## config.mk

```make
export PLATFORM = sky130hd
export DESIGN_NAME = dbg_stats_reader
export DESIGN_NICKNAME = d
export VERILOG_FILES = /design/src/rtl/dbg_stats_reader_pkg.sv /design/src/rtl/dbg_stats_reader.sv
export SDC_FILE = /design/constraint.sdc
export NUM_CORES = 1
export LEC_CHECK = 0
export ABC_AREA = 1
export BUFFER_PORTS_ARGS = -buffer_cell sky130_fd_sc_hd__buf_4
export CAP_MARGIN = 0
export CORE_MARGIN = 1.5
export CORE_UTILIZATION = 55
export CTS_CLUSTER_DIAMETER = 150
export DETAILED_ROUTE_END_ITERATION = 8
export GPL_TIMING_DRIVEN = 0
export PLACE_DENSITY = 0.85
export SYNTH_ARGS = -nofsm -noshare
export SYNTH_HDL_FRONTEND = slang
export SYNTH_SLANG_ARGS = --single-unit
```

## constraint.sdc

```tcl
create_clock -name i_clk150 -period 5.2 [get_ports i_clk150]
set_clock_uncertainty 0.2 [all_clocks]
set_input_delay 0.26 -clock i_clk150 [delete_from_list [all_inputs] [get_ports i_clk150]]
set_output_delay 0.26 -clock i_clk150 [all_outputs]
set_load 0.02 [all_outputs]
```

## src/rtl/dbg_stats_reader_pkg.sv

```systemverilog
// Shared definitions for the debug-statistics reader: command opcodes, field
// positions, the invalid-response marker and the sequencer state encoding.
package dbg_stats_reader_pkg;

    localparam logic [15:0] DBG_CMD_READ  = 16'd0;
    localparam logic [15:0] DBG_CMD_RESET = 16'd1;

    localparam int OPCODE_LSB = 0;
    localparam int OPCODE_MSB = 15;
    localparam int INDEX_LSB  = 16;
    localparam int INDEX_MSB  = 31;

    localparam logic [63:0] DBG_INVALID_MARKER = 64'hDEADBEEFBAADF00D;

    typedef enum logic [2:0] {
        ST_IDLE      = 3'd0,
        ST_CMD_READ  = 3'd1,
        ST_WAIT_RESP = 3'd2,
        ST_OUT_LO    = 3'd3,
        ST_OUT_HI    = 3'd4,
        ST_CMD_RESET = 3'd5,
        ST_FINISH    = 3'd6
    } state_t;

    function automatic logic [31:0] make_cmd(input logic [15:0] index, input logic [15:0] opcode);
        logic [31:0] cmd;
        cmd = '0;
        cmd[INDEX_MSB:INDEX_LSB]   = index;
        cmd[OPCODE_MSB:OPCODE_LSB] = opcode;
        return cmd;
    endfunction

endpackage

```

## src/rtl/dbg_stats_reader.sv

```systemverilog
// Debug-statistics link initiator: sweeps READ commands, streams each 64-bit
// response as two 32-bit words, optionally finishes with a RESET command.
// Optional response timeout is enabled by defining DBG_READER_TIMEOUT_EN.
module dbg_stats_reader
    import dbg_stats_reader_pkg::*;
#(
    parameter int N_COUNTERS     = 3,
    parameter int TIMEOUT_CYCLES = 1024
) (
    input  logic        i_clk150,
    input  logic        i_reset,
    input  logic        i_start,
    input  logic        i_clear,
    output logic        o_busy,
    output logic        o_done,
    output logic [31:0] o_cmd_data,
    output logic        o_cmd_have,
    input  logic        i_cmd_want,
    input  logic [63:0] i_resp_data,
    input  logic        i_resp_have,
    output logic        o_resp_want,
    output logic [31:0] o_out_data,
    output logic        o_out_have,
    input  logic        i_out_want,
    output logic        o_err
);

    if (N_COUNTERS < 1 || N_COUNTERS > 65535 || TIMEOUT_CYCLES < 1) begin : g_bad_params
        $error("dbg_stats_reader: parameter out of range");
    end

    state_t      state;
    state_t      state_next;
    logic [15:0] index;
    logic        clear_pending;
    logic [63:0] capture;
    logic        cmd_xfer;
    logic        resp_xfer;
    logic        out_xfer;
    logic        last_index;
    logic        timeout_hit;

    assign cmd_xfer   = o_cmd_have & i_cmd_want;
    assign resp_xfer  = o_resp_want & i_resp_have;
    assign out_xfer   = o_out_have & i_out_want;
    assign last_index = (index == 16'(N_COUNTERS - 1));

`ifdef DBG_READER_TIMEOUT_EN
    logic [31:0] wait_count;
    logic        err;

    // Counter is held at zero outside WAIT_RESP, so every wait starts fresh.
    always_ff @(posedge i_clk150 or posedge i_reset) begin
        if (i_reset) begin
            wait_count <= '0;
            err        <= 1'b0;
        end else begin
            if (state == ST_WAIT_RESP) begin
                wait_count <= wait_count + 32'd1;
            end else begin
                wait_count <= '0;
            end
            if (timeout_hit) begin
                err <= 1'b1;
            end
        end
    end

    assign timeout_hit = (state == ST_WAIT_RESP) && !resp_xfer &&
                         (wait_count == 32'(TIMEOUT_CYCLES - 1));
    assign o_err       = err;
`else
    assign timeout_hit = 1'b0;
    assign o_err       = 1'b0;
`endif

    always_ff @(posedge i_clk150 or posedge i_reset) begin
        if (i_reset) begin
            state <= ST_IDLE;
        end else begin
            state <= state_next;
        end
    end

    always_comb begin
        state_next = state;
        unique case (state)
            ST_IDLE: begin
                if (i_start) begin
                    state_next = ST_CMD_READ;
                end else if (i_clear) begin
                    state_next = ST_CMD_RESET;
                end
            end
            ST_CMD_READ:  if (cmd_xfer) state_next = ST_WAIT_RESP;
            ST_WAIT_RESP: if (resp_xfer || timeout_hit) state_next = ST_OUT_LO;
            ST_OUT_LO:    if (out_xfer) state_next = ST_OUT_HI;
            ST_OUT_HI: begin
                if (out_xfer) begin
                    if (!last_index) begin
                        state_next = ST_CMD_READ;
                    end else if (clear_pending) begin
                        state_next = ST_CMD_RESET;
                    end else begin
                        state_next = ST_FINISH;
                    end
                end
            end
            ST_CMD_RESET: if (cmd_xfer) state_next = ST_FINISH;
            ST_FINISH:    state_next = ST_IDLE;
            default:      state_next = ST_IDLE;
        endcase
    end

    // All outputs decode from the registered state only, so no have depends on a want.
    always_comb begin
        o_busy      = (state != ST_IDLE);
        o_done      = 1'b0;
        o_cmd_data  = '0;
        o_cmd_have  = 1'b0;
        o_resp_want = 1'b0;
        o_out_data  = '0;
        o_out_have  = 1'b0;
        unique case (state)
            ST_CMD_READ: begin
                o_cmd_have = 1'b1;
                o_cmd_data = make_cmd(index, DBG_CMD_READ);
            end
            ST_WAIT_RESP: o_resp_want = 1'b1;
            ST_OUT_LO: begin
                o_out_have = 1'b1;
                o_out_data = capture[31:0];
            end
            ST_OUT_HI: begin
                o_out_have = 1'b1;
                o_out_data = capture[63:32];
            end
            ST_CMD_RESET: begin
                o_cmd_have = 1'b1;
                o_cmd_data = make_cmd(16'd0, DBG_CMD_RESET);
            end
            ST_FINISH: o_done = 1'b1;
            default: ;
        endcase
    end

    always_ff @(posedge i_clk150 or posedge i_reset) begin
        if (i_reset) begin
            index         <= '0;
            clear_pending <= 1'b0;
            capture       <= '0;
        end else begin
            if (state == ST_IDLE && i_start) begin
                index         <= '0;
                clear_pending <= i_clear;
            end else if (state == ST_OUT_HI && out_xfer && !last_index) begin
                index <= index + 16'd1;
            end
            if (resp_xfer) begin
                capture <= i_resp_data;
            end else if (timeout_hit) begin
                capture <= DBG_INVALID_MARKER;
            end
        end
    end

endmodule

```

==> results.md, run 1 <==
* Vias in the first global route at 4,551
* Final wirelength at 13,700 µm
* Cells after synthesis at 537
* Met1 WL at 5110 µm
* Status: finished, final reports clean
* # DRC at 0
* Critical path class: reg2out
* Die width at 92.3 µm
* Clock Path Buffers at 2
* CTS buffer count at 9
* Fin crit period at 2.72 ns
* DR iter-0 viols at 348
* Total power at 2.89 mW
* Mapped Area at 4390 µm²
* Period utilisation layout at 0.523
* Via count at 4,503
* Sequential power share at 0.360
* Vias per cell at 5.22
* First-pass GRT wire length at 21,900 µm
* Sw Ratio at 0.412
* Slew Viols, Final at 0
* RSZ-0062 raised after global routing: false
* Fmax at 368 MHz
* Post-CTS sizing at 0
* Min-delay src: i_out_want
* Netlist cell types at 29
* Clock sinks at 84
* Maximum vdd ir drop at 0.296 mV
* Worst hold path depth at 5
* Clock Latency Late Sink at 0.36 ns
* Metal2 WL at 6970 µm
* Top cells by area, synth: dfrtp_1 (48%), nand2_1 (9.0%), nor2_1 (7.3%), inv_1 (5.8%), mux2_2 (5.6%)
* Worst slew pin tran at 0.501 ns
* Clock group share of total power at 0.191
* Critical Path End Type: primary output
* Post-detailed-route count of antenna-violating nets at 0
* Met3 WL at 967 µm
* Drt first pass iters at 5
* GRT Overall Usage at 0.337
* Slew headroom at 0.666
* Final Hold Violating Endpoints at 0
* Initial Util at 0.568
* Setup slack, reg-to-reg at 3.14 ns
* Area growth, synth to finish at 46.6%
* Ports at 141
* Initial antenna violation count at 1
* CTS tree: built
* PortBufs at 124
* Hold crit path type: in2reg
* # fillers at 454
* Layout Nets at 827
* Setup bufs post-CTS at 0
* CP Launch Type: register
* Core area at 7730 µm²
* LEAKAGE at 3.33 nW
* CP Cell Sequence: nor2_4, nand2_4, clkinv_4, clkbuf_1, nand2_1, o21ai_0, buf_4
* Hold WS at 0.0916 ns
* Top cell type's share of synthesized area at 0.479
* Mean post-synth cell area at 8.17 µm²
* WP data arrival at 2.26 ns
* H-tree depth at 3
* Register area share after synthesis at 0.479
* Slowest CP cell: dfrtp_1
* Non-Filler Instances at 863
* Share of layout cells above drive strength 1 at 0.275
* Remaining Overflow, GRT at 0
* Worst R2R End: index[8]
* Final TNS setup at 0 ns
* P per Cell Area at 450 nW/µm²
* Post-DP HPWL at 8210 µm
* Gpl congestion at 0.870
* Row Count at 32
* Seq cells post-synth at 84
* R2R depth at 11
* Internal at 1.70 mW
* Critical Path RT at 4.74 ns
* Largest net degree at the start of global routing at 74
* Setup violators final at 0
* Max Cap Viol at 0
* CP max stage delay at 0.49 ns
* WHS Endpoint: index[6]
* RR Startpoint: index[0]
* Largest area contributor in the netlist: dfrtp_1
* Crit Path Max Fanout at 10
* Clock slew at reported path FFs at 0.09 ns
* Max Used Layer: met4
* Placed Cells at 779
* P_sw at 1.19 mW
* Combinational share of power at 0.450
* Die area at 8520 µm²
* Post-DR wirelength/cell at 15.9 µm
* Die height at 92.3 µm
* Root buffer cell: clkbuf_8
* Syn. warnings at 0
## through the flow
stage | utilization | setup WS [ns] | area (µm²)
2_1_floorplan | - | 2.57 | 4440
3_3_place_gp | 0.712 | 1.61 | 5500
3_5_place_dp | 0.716 | 3.00 | 5530
4_1_cts | 0.831 | 2.61 | 6420
5_1_grt | 0.832 | 2.38 | 6430
6_report | 0.832 | 2.48 | 6430
## synthesized netlist by cell type
| cell | instances |
|---|---|
| nand3b_1 | 1 |
| mux2_1 | 2 |
| conb_1 | 1 |
| o21ai_0 | 27 |
| nor3b_1 | 1 |
| mux2_2 | 22 |
| clkinv_4 | 1 |
| buf_2 | 10 |
| nor3_1 | 1 |
| buf_1 | 1 |
| nor2_4 | 3 |
| nand3_2 | 1 |
| xor2_1 | 6 |
| ha_1 | 2 |
| nand4_1 | 14 |
| nor2_2 | 3 |
| nand2_1 | 105 |
| clkbuf_1 | 5 |
| inv_1 | 68 |
| nand2_2 | 2 |
| nor2_1 | 85 |
| o22ai_1 | 8 |
| buf_6 | 5 |
| dfrtp_1 | 84 |
| buf_4 | 18 |
| nand2_4 | 1 |
| a21oi_1 | 40 |
| nand3_1 | 19 |
| a21oi_4 | 1 |
## cells by family after synthesis
family | share of synthesized area
fa+ha+maj | 0.00571
buf+inv | 0.120
simple gates | 0.229
compound gates | 0.0916
xor+xnor | 0.0120
other cells | 0.000855
mux | 0.0616
flops | 0.479
## registers in the layout, summed over array words and instances, names as in the netlist
name / cells
index: 16
capture: 64
clear_pending: 1
state: 3
## layer usage
| layer | track usage | up-vias |
|---|---|---|
| met5 | 0 | - |
| met3 | 0.0772 | 67 |
| li1 | - | 2097 |
| met2 | 0.596 | 223 |
| met1 | 0.367 | 2116 |
| met4 | 0.199 | 0 |
## placed cells by master (no fill, tap or decap), types with 3 or more instances in the layout
master         count
a21oi_1           40
buf_2             10
buf_4            142
buf_6              5
clkbuf_1           5
clkbuf_8           9
conb_1            16
dfrtp_1           84
dlygate4sd3_1     66
inv_1             67
mux2_2            22
nand2_1          105
nand3_1           19
nand4_1           14
nor2_1            85
nor2_2             3
nor2_4             3
o21ai_0           27
o22ai_1            8
xor2_1             6
## power groups by stage
| stage | clock (mW) | sequential [mW] | combinational [mW] |
|---|---|---|---|
| after floorplan | 0 | 0.998 | 0.796 |
| after global placement | 0 | 1.02 | 1.16 |
| after detailed placement | 0 | 1.03 | 1.20 |
| after CTS | 0.542 | 1.02 | 1.25 |
| after global routing | 0.580 | 1.06 | 1.40 |
| final | 0.551 | 1.04 | 1.30 |
## worst max-delay path: cells and delay by family, from the launching register on
family	cells	cell delay [ns]
DFF	1	0.49
AOI/OAI and AO/OA	1	0.16
and+or+nand+nor	3	0.52
buffers and inverters	3	0.73
## worst max-delay path by stage
stage | startpoint | end | slack (ns) | cells past startpoint
after floorplan | i_reset | capture[0] | 2.57 | 1
after global placement | i_reset | capture[4] | 1.61 | 2
after detailed placement | state[0] | o_out_data[22] | 3.00 | 7
after CTS | state[0] | o_out_data[21] | 2.61 | 7
after global routing | state[0] | o_out_data[22] | 2.38 | 7
final | state[0] | o_out_data[22] | 2.48 | 7
## layout make-up
cell class | instances | area (µm²) | area share
plain buffers | 39 | 264 | 0.0411
well taps | 102 | 128 | 0.0198
clock inverters | 7 | 110 | 0.0171
flip-flops and latches | 84 | 2100 | 0.327
inverters | 69 | 267 | 0.0414
repair buffers | 191 | 1620 | 0.252
clock buffers | 9 | 124 | 0.0193
multi-input cells | 360 | 1810 | 0.282
diodes | 2 | 5.00 | 0.000778
## what timing repair did
item	4_1_cts	5_1_grt
endpoints found under the setup margin	0	0
hold buffers	66	0
endpoints found under the hold margin	149	0
Power figures use the tool's default switching activity.
==> run 2: changes to the inputs <==
--- a/config.mk
+++ b/config.mk
@@ -9,11 +9,11 @@
 export BUFFER_PORTS_ARGS = -buffer_cell sky130_fd_sc_hd__buf_4
 export CAP_MARGIN = 0
 export CORE_MARGIN = 1.5
-export CORE_UTILIZATION = 55
+export CORE_UTILIZATION = 46
 export CTS_CLUSTER_DIAMETER = 150
 export DETAILED_ROUTE_END_ITERATION = 8
 export GPL_TIMING_DRIVEN = 0
-export PLACE_DENSITY = 0.85
+export PLACE_DENSITY = 0.76
 export SYNTH_ARGS = -nofsm -noshare
 export SYNTH_HDL_FRONTEND = slang
 export SYNTH_SLANG_ARGS = --single-unit
==> constraint.sdc (replaced) <==
create_clock -name i_clk150 -period 2.5 [get_ports i_clk150]
set_clock_uncertainty 0.2 [all_clocks]
set_input_delay 0.125 -clock i_clk150 [delete_from_list [all_inputs] [get_ports i_clk150]]
set_output_delay 0.125 -clock i_clk150 [all_outputs]
set_load 0.02 [all_outputs]
==> run 2 against run 1 <==
  * Flip-flop and latch count stayed put
  * Sequential share of layout area down 0.21 points
  * Final cell count grew 3.2%
  * Die area up 19%
  * Non-clock buffer count rose by 3
  * Routed wire length fell by 7.9%
  * Register-to-register slack got worse by 2.8 ns
  * Worst hold slack better by 0.077 ns
  * Critical path type unchanged
  * Highest routed layer unchanged
==> results.md, run 2 (synthesized netlist as in run 1, its figures left out) <==
* Status: finished, final reports clean
* Setup bufs post-CTS at 0 (unchanged)
* Slowest CP cell: dfrtp_1
* # DRC at 0 (unchanged)
* LEAKAGE at 3.34 nW (+0.30%)
* Hold WS at 0.168 ns (+0.0766 ns)
* Storage element area at 2100 µm² (unchanged)
* RSZ-0062 raised after global routing: false
* Area growth, synth to finish at 47.6%
* Die area at 10,100 µm² (+19%)
* GRT Overall Usage at 0.263 (-0.0741)
* Period utilisation layout at 0.938
* Share of layout cells above drive strength 1 at 0.277 (+0.00154)
* # fillers at 734 (+62%)
* Remaining Overflow, GRT at 0 (unchanged)
* Via count at 4,387 (-2.6%)
* Setup violators final at 0 (unchanged)
* P per Cell Area at 901 nW/µm² (+100%)
* Area of the multi-input gates at 1810 µm² (+0.14%)
* Die width at 101 µm (+9.0%)
* Most common cell after layout, fill and taps aside: buf_4
* Final core area utilization at 0.700 (-0.132)
* Vias per cell at 4.92 (-5.6%)
* WP data arrival at 2.02 ns (-0.24 ns)
* Post-DR wirelength/cell at 14.2 µm (-11%)
* Clock sinks at 84 (unchanged)
* Critical Path End Type: primary output
* H-tree depth at 3 (unchanged)
* Post-DP HPWL at 8160 µm (-0.66%)
* Critical Path RT at 2.17 ns (-2.57 ns)
* Total power at 5.83 mW (+100%)
* Crit Path Max Fanout at 18 (+8)
* Final Hold Violating Endpoints at 0 (unchanged)
* Worst slew pin tran at 0.548 ns (+0.0468 ns)
* N_diodes at 0 (-2)
* Hold crit path type: in2reg
* CP Cell Sequence: nor2_4, nand2_4, clkinv_4, clkbuf_2, nand2_1, o21ai_0, buf_4
* DR iter-0 viols at 148 (-57%)
* Slew headroom at 0.635 (-0.0312)
* Clock Latency Late Sink at 0.35 ns (about the same)
* Largest regs: capture x64, index x16, state x3
* Largest net degree at the start of global routing at 45 (-39%)
* Clock Path Buffers at 2 (unchanged)
* Root buffer cell: clkbuf_8
* Max FFs per register at 64 (unchanged)
* Post-detailed-route count of antenna-violating nets at 0 (unchanged)
* Row Count at 35 (+9.4%)
* CP Launch Type: register
* Initial Util at 0.475 (-0.0929)
* Slew Viols, Final at 0 (unchanged)
* Layout Nets at 830 (+0.36%)
* CTS buffer count at 9 (unchanged)
* PortBufs at 124 (unchanged)
* Max Cap Viol at 0 (unchanged)
* Gpl congestion at 0.956 (+10%)
* Fmax at 427 MHz
* Core area at 9240 µm² (+20%)
* Initial antenna violation count at 0 (-1)
* Clock slew at reported path FFs at 0.09 ns (about the same)
* Ports at 141 (unchanged)
* CTS tree: built
* Maximum vdd ir drop at 0.488 mV (+65%)
* Final wirelength at 12,700 µm (-7.9%)
* Biggest register: capture
* Die height at 101 µm (+9.0%)
* Fin crit period at 2.34 ns
* Critical path class: reg2out
* First-pass GRT wire length at 20,700 µm (-5.3%)
* Drt first pass iters at 4 (-1)
* Commonest non-fill, non-tap cells in the layout: buf_4 (142), nand2_1 (104), nor2_1 (85)
* Vias in the first global route at 4,327 (-4.9%)
* CP max stage delay at 0.48 ns (about the same)
[run 2: path summary, 6_finish.rpt]
path	from	end	slack, ns	depth (start not counted)
setup reg to reg	state[2]	state[1]	0.30	8
setup / recovery	state[0]	o_out_data[23]	0.16	7
max in group asynchronous	i_reset	capture[22]	1.31	4
min in group asynchronous	i_reset	capture[0]	0.18	3
hold reg to reg	capture[53]	capture[53]	0.31	1
hold / removal	i_resp_have	capture[53]	0.17	4
[run 2: critical path: cells and delay by family, from the launching register on]
| kind | cells | cell delay [ns] |
|---|---|---|
| flops | 1 | 0.48 |
| compound gates | 1 | 0.12 |
| simple gates | 3 | 0.43 |
| buf+inv | 3 | 0.63 |
[run 2: where the power goes]
part	total [mW]	internal [mW]	switching, mW	leakage (nW)
Combinational	2.66	1.09	1.57	2.25
Sequential	2.11	1.88	0.237	0.984
Clock	1.05	0.488	0.566	0.106
Total	5.83	3.46	2.37	3.34
[run 2: final cells by class]
| type | instances | area share |
|---|---|---|
| timing repair buffer | 195 | 0.255 |
| inverter | 69 | 0.0412 |
| buffer | 38 | 0.0404 |
| clock inverter | 7 | 0.0141 |
| tap | 129 | 0.0249 |
| multi-input combinational | 360 | 0.280 |
| sequential | 84 | 0.325 |
| clock buffer | 9 | 0.0191 |
[run 2: metal layers]
layer	share of wire	up-vias	global-route usage
met5	0	-	0
met1	0.41	2065	0.327
met4	0.022	0	0.0943
met3	0.069	27	0.0652
li1	-	2107	-
met2	0.50	188	0.443
[run 2: repair_timing]
item | CTS | global route
setup endpoints to repair | 0 | 22
endpoints found under the hold margin | 112 | 0
resized for setup | 0 | 3
hold buffers | 70 | 0
[run 2: per-stage QoR]
| stage | setup TNS [ns] | instances | instance area (µm²) | setup slack, ns |
|---|---|---|---|---|
| CTS | 0 | 892 | 6470 | 0.0765 |
| finish | 0 | 891 | 6470 | 0.156 |
| detailed placement | 0 | 806 | 5560 | 0.440 |
| floorplan | 0 | 552 | 4440 | 0.00986 |
| global placement | -80.42 | 805 | 5530 | -0.962 |
| global route | 0 | 891 | 6470 | 0.00674 |
==> run 3: changes to the inputs <==
--- a/config.mk
+++ b/config.mk
@@ -5,11 +5,10 @@
 export SDC_FILE = /design/constraint.sdc
 export NUM_CORES = 1
 export LEC_CHECK = 0
-export ABC_AREA = 1
 export BUFFER_PORTS_ARGS = -buffer_cell sky130_fd_sc_hd__buf_4
 export CAP_MARGIN = 0
 export CORE_MARGIN = 1.5
-export CORE_UTILIZATION = 46
+export CORE_UTILIZATION = 45
 export CTS_CLUSTER_DIAMETER = 150
 export DETAILED_ROUTE_END_ITERATION = 8
 export GPL_TIMING_DRIVEN = 0
==> constraint.sdc (replaced) <==
create_clock -name i_clk150 -period 2.5 [get_ports i_clk150]
set_clock_uncertainty 0.2 [all_clocks]
set_input_delay 0.125 -clock i_clk150 [delete_from_list [all_inputs] [get_ports i_clk150]]
set_output_delay 0.125 -clock i_clk150 [all_outputs]
set_load 0.01 [all_outputs]
==> run 3 against run 2 <==
  * Non-clock buffer count up 1
  * First-iteration DRC count down 8.8%
  * Synthesized area down 6.3%
  * Global-route usage down 0.81 points
  * Worst hold slack worse by 0.062 ns
  * Register-to-register slack better by 0.04 ns
  * Routed wire length down 4.4%
  * Combinational power down 9.8%
  * Critical endpoint is now o_out_data[26]
  * Highest routed layer unchanged
==> results.md, run 3 <==
* Largest area contributor in the netlist: dfrtp_1
* Worst setup path startpoint: state[2]
* PortBufs at 124 (unchanged)
* Maximum vdd ir drop at 0.632 mV (+30%)
* Slew Viols, Final at 0 (unchanged)
* RSZ-0062 raised after global routing: true
* Fmax at 423 MHz (-0.83%)
* Die area at 9720 µm² (-4.1%)
* P per Cell Area at 917 nW/µm² (+1.8%)
* Setup slack, reg-to-reg at 0.34 ns (+0.04 ns)
* Via count at 3,605 (-18%)
* Row Count at 34 (-2.9%)
* Most common cell after layout, fill and taps aside: buf_4
* R2R depth at 5 (-3)
* RR Startpoint: state[0]
* Post-detailed-route count of antenna-violating nets at 0 (unchanged)
* Crit Path Max Fanout at 10 (-8)
* Ports at 141 (unchanged)
* Root buffer cell: clkbuf_8
* EDFF count, synth at 0 (unchanged)
* Share of layout cells above drive strength 1 at 0.433 (+0.156)
* Final TNS setup at 0 ns (unchanged)
* Worst R2R End: capture[36]
* Mean post-synth cell area at 11.9 µm² (+45%)
* Post-DP HPWL at 7180 µm (-12%)
* Syn. warnings at 0 (unchanged)
* Worst Setup EP: o_out_data[26]
* Die height at 98.6 µm (-2.1%)
* Most common cell in the synthesized netlist: dfrtp_1
* CP Cell Sequence: buf_2, inv_1, nor3_2, clkbuf_2, a22o_1, buf_4
* Clock Path Buffers at 2 (unchanged)
* CTS tree: built
* Clock Latency Late Sink at 0.34 ns (about the same)
* Vias per cell at 5.29 (+7.5%)
* Initial antenna violation count at 0 (unchanged)
* Dominant synthesized flop cell: dfrtp_1
* CP Launch Type: register
* Total power at 5.69 mW (-2.5%)
* Placed cell area at 5260 µm² (-5.3%)
* Netlist cell types at 37 (+28%)
* N_diodes at 0 (unchanged)
* # DRC at 0 (unchanged)
* Drt first pass iters at 8 (+4)
* Core area at 8810 µm² (-4.7%)
* Critical Path RT at 2.17 ns (about the same)
* Top cell type's share of synthesized area at 0.511 (+0.0321)
* Critical Path End Type: primary output
* Slowest CP cell: nor3_2
* Commonest cells post-synth: dfrtp_1 (84), mux2_2 (64), a22o_1 (32)
* Remaining Overflow, GRT at 0 (unchanged)
* Design area at 6200 µm² (-4.2%)
* Critical path class: reg2out
* Max FFs per register at 64 (unchanged)
* Hold WS at 0.106 ns (-0.0619 ns)
* WP data arrival at 2.04 ns (+0.02 ns)
* H-tree depth at 3 (unchanged)
* Final Hold Violating Endpoints at 0 (unchanged)
* Period utilisation layout at 0.946 (+0.00781)
* Post-DR wirelength/cell at 17.8 µm (+25%)
* Status: finished, final reports clean
* Ys async rst share at 1.00 (unchanged)
* Seq cells post-synth at 84 (unchanged)
* Fin crit period at 2.36 ns (+0.0195 ns)
* Clock sinks at 84 (unchanged)
* DR iter-0 viols at 135 (-8.8%)
* Area growth, synth to finish at 50.9%
* Final wirelength at 12,100 µm (-4.4%)
* CTS buffer count at 9 (unchanged)
* Setup bufs post-CTS at 0 (unchanged)
* Mapped Area at 4110 µm² (-6.3%)
* Die width at 98.6 µm (-2.1%)
* Gpl congestion at 0.881 (-7.9%)
* CP max stage delay at 0.35 ns (-0.13 ns)
* Vias in the first global route at 3,956 (-8.6%)
* Setup violators final at 0 (unchanged)
* Register area share after synthesis at 0.511 (+0.0321)
* Commonest non-fill, non-tap cells in the layout: buf_4 (142), dfrtp_1 (84), dlygate4sd3_1 (71)
* Hold crit path type: in2async
* Largest regs: capture x64, index x16, state x3
* GRT Overall Usage at 0.255 (-0.00810)
* Largest net degree at the start of global routing at 63 (+40%)
* Clock slew at reported path FFs at 0.09 ns (about the same)
* Layout Nets at 641 (-23%)
* Initial Util at 0.467 (-0.00786)
* LEAKAGE at 2.98 nW (-11%)
* First-pass GRT wire length at 19,400 µm (-6.6%)
* Top cells by area, synth: dfrtp_1 (51%), mux2_2 (18%), a22o_1 (6.8%), buf_4 (2.9%), and2_1 (2.3%)
* Cells after synthesis at 346 (-36%)
* Biggest register: capture
* Max Cap Viol at 0 (unchanged)
-- run 3: report_power, final --
| part | internal (mW) | switching [mW] | total, mW |
|---|---|---|---|
| registers | 1.93 | 0.350 | 2.28 |
| clock network | 0.472 | 0.532 | 1.00 |
| logic | 1.30 | 1.10 | 2.40 |
| total | 3.70 | 1.99 | 5.69 |
-- run 3: critical path, delay by kind of cell (launching register included) --
family | cells | cell delay (ns)
AO/OA/AOI/OAI | 1 | 0.22
buffers and inverters | 4 | 0.79
flip-flops | 1 | 0.32
AND/OR/NAND/NOR | 1 | 0.35
-- run 3: cells by family after synthesis --
family | after synthesis | synth area share
flops | 84 | 0.511
simple gates | 82 | 0.115
mux | 67 | 0.183
compound gates | 59 | 0.108
buf+inv | 46 | 0.0648
xor+xnor | 5 | 0.0107
fa+ha+maj | 2 | 0.00609
other cells | 1 | 0.000912
-- run 3: worst min-delay path by stage --
| stage | from | cells past startpoint | to |
|---|---|---|---|
| finish | i_reset | 3 | capture[35] |
| CTS | i_reset | 3 | capture[3] |
| detailed placement | i_reset | 2 | capture[3] |
| global route | i_reset | 3 | capture[35] |
| global placement | i_resp_data[30] | 2 | capture[30] |
| floorplan | i_clear | 2 | clear_pending |
-- run 3: area by class of cell --
class	instances	area, µm²
fillers	632	2600
flip-flops and latches	84	2100
multi-input cells	231	1820
repair buffers	196	1670
plain buffers	38	253
well taps	108	135
clock buffers	10	128
clock inverters	6	68.8
inverters	8	32.5
-- run 3: metrics by stage --
step                      setup WS (ns)   util  cells
after CTS                      0.000203  0.702    681
after global routing           -0.00280  0.704    681
after floorplan                 0.00986      -    361
after global placement            -1.00  0.594    593
final                             0.136  0.704    681
after detailed placement          0.201  0.598    594
-- run 3: per-layer routing --
layer / global-route usage / routed length (µm) / vias to the layer above
met2: 0.459 / 6510 / 134
met5: 0 / 0 / -
li1: - / - / 1661
met1: 0.298 / 4720 / 1792
met3: 0.0553 / 618 / 18
met4: 0.0934 / 243 / 0
-- run 3: timing repair --
| action | CTS | global route |
|---|---|---|
| hold buffers | 71 | 0 |
| setup endpoints to repair | 30 | 30 |
| resized for setup | 3 | 12 |
| hold endpoints to repair | 154 | 0 |
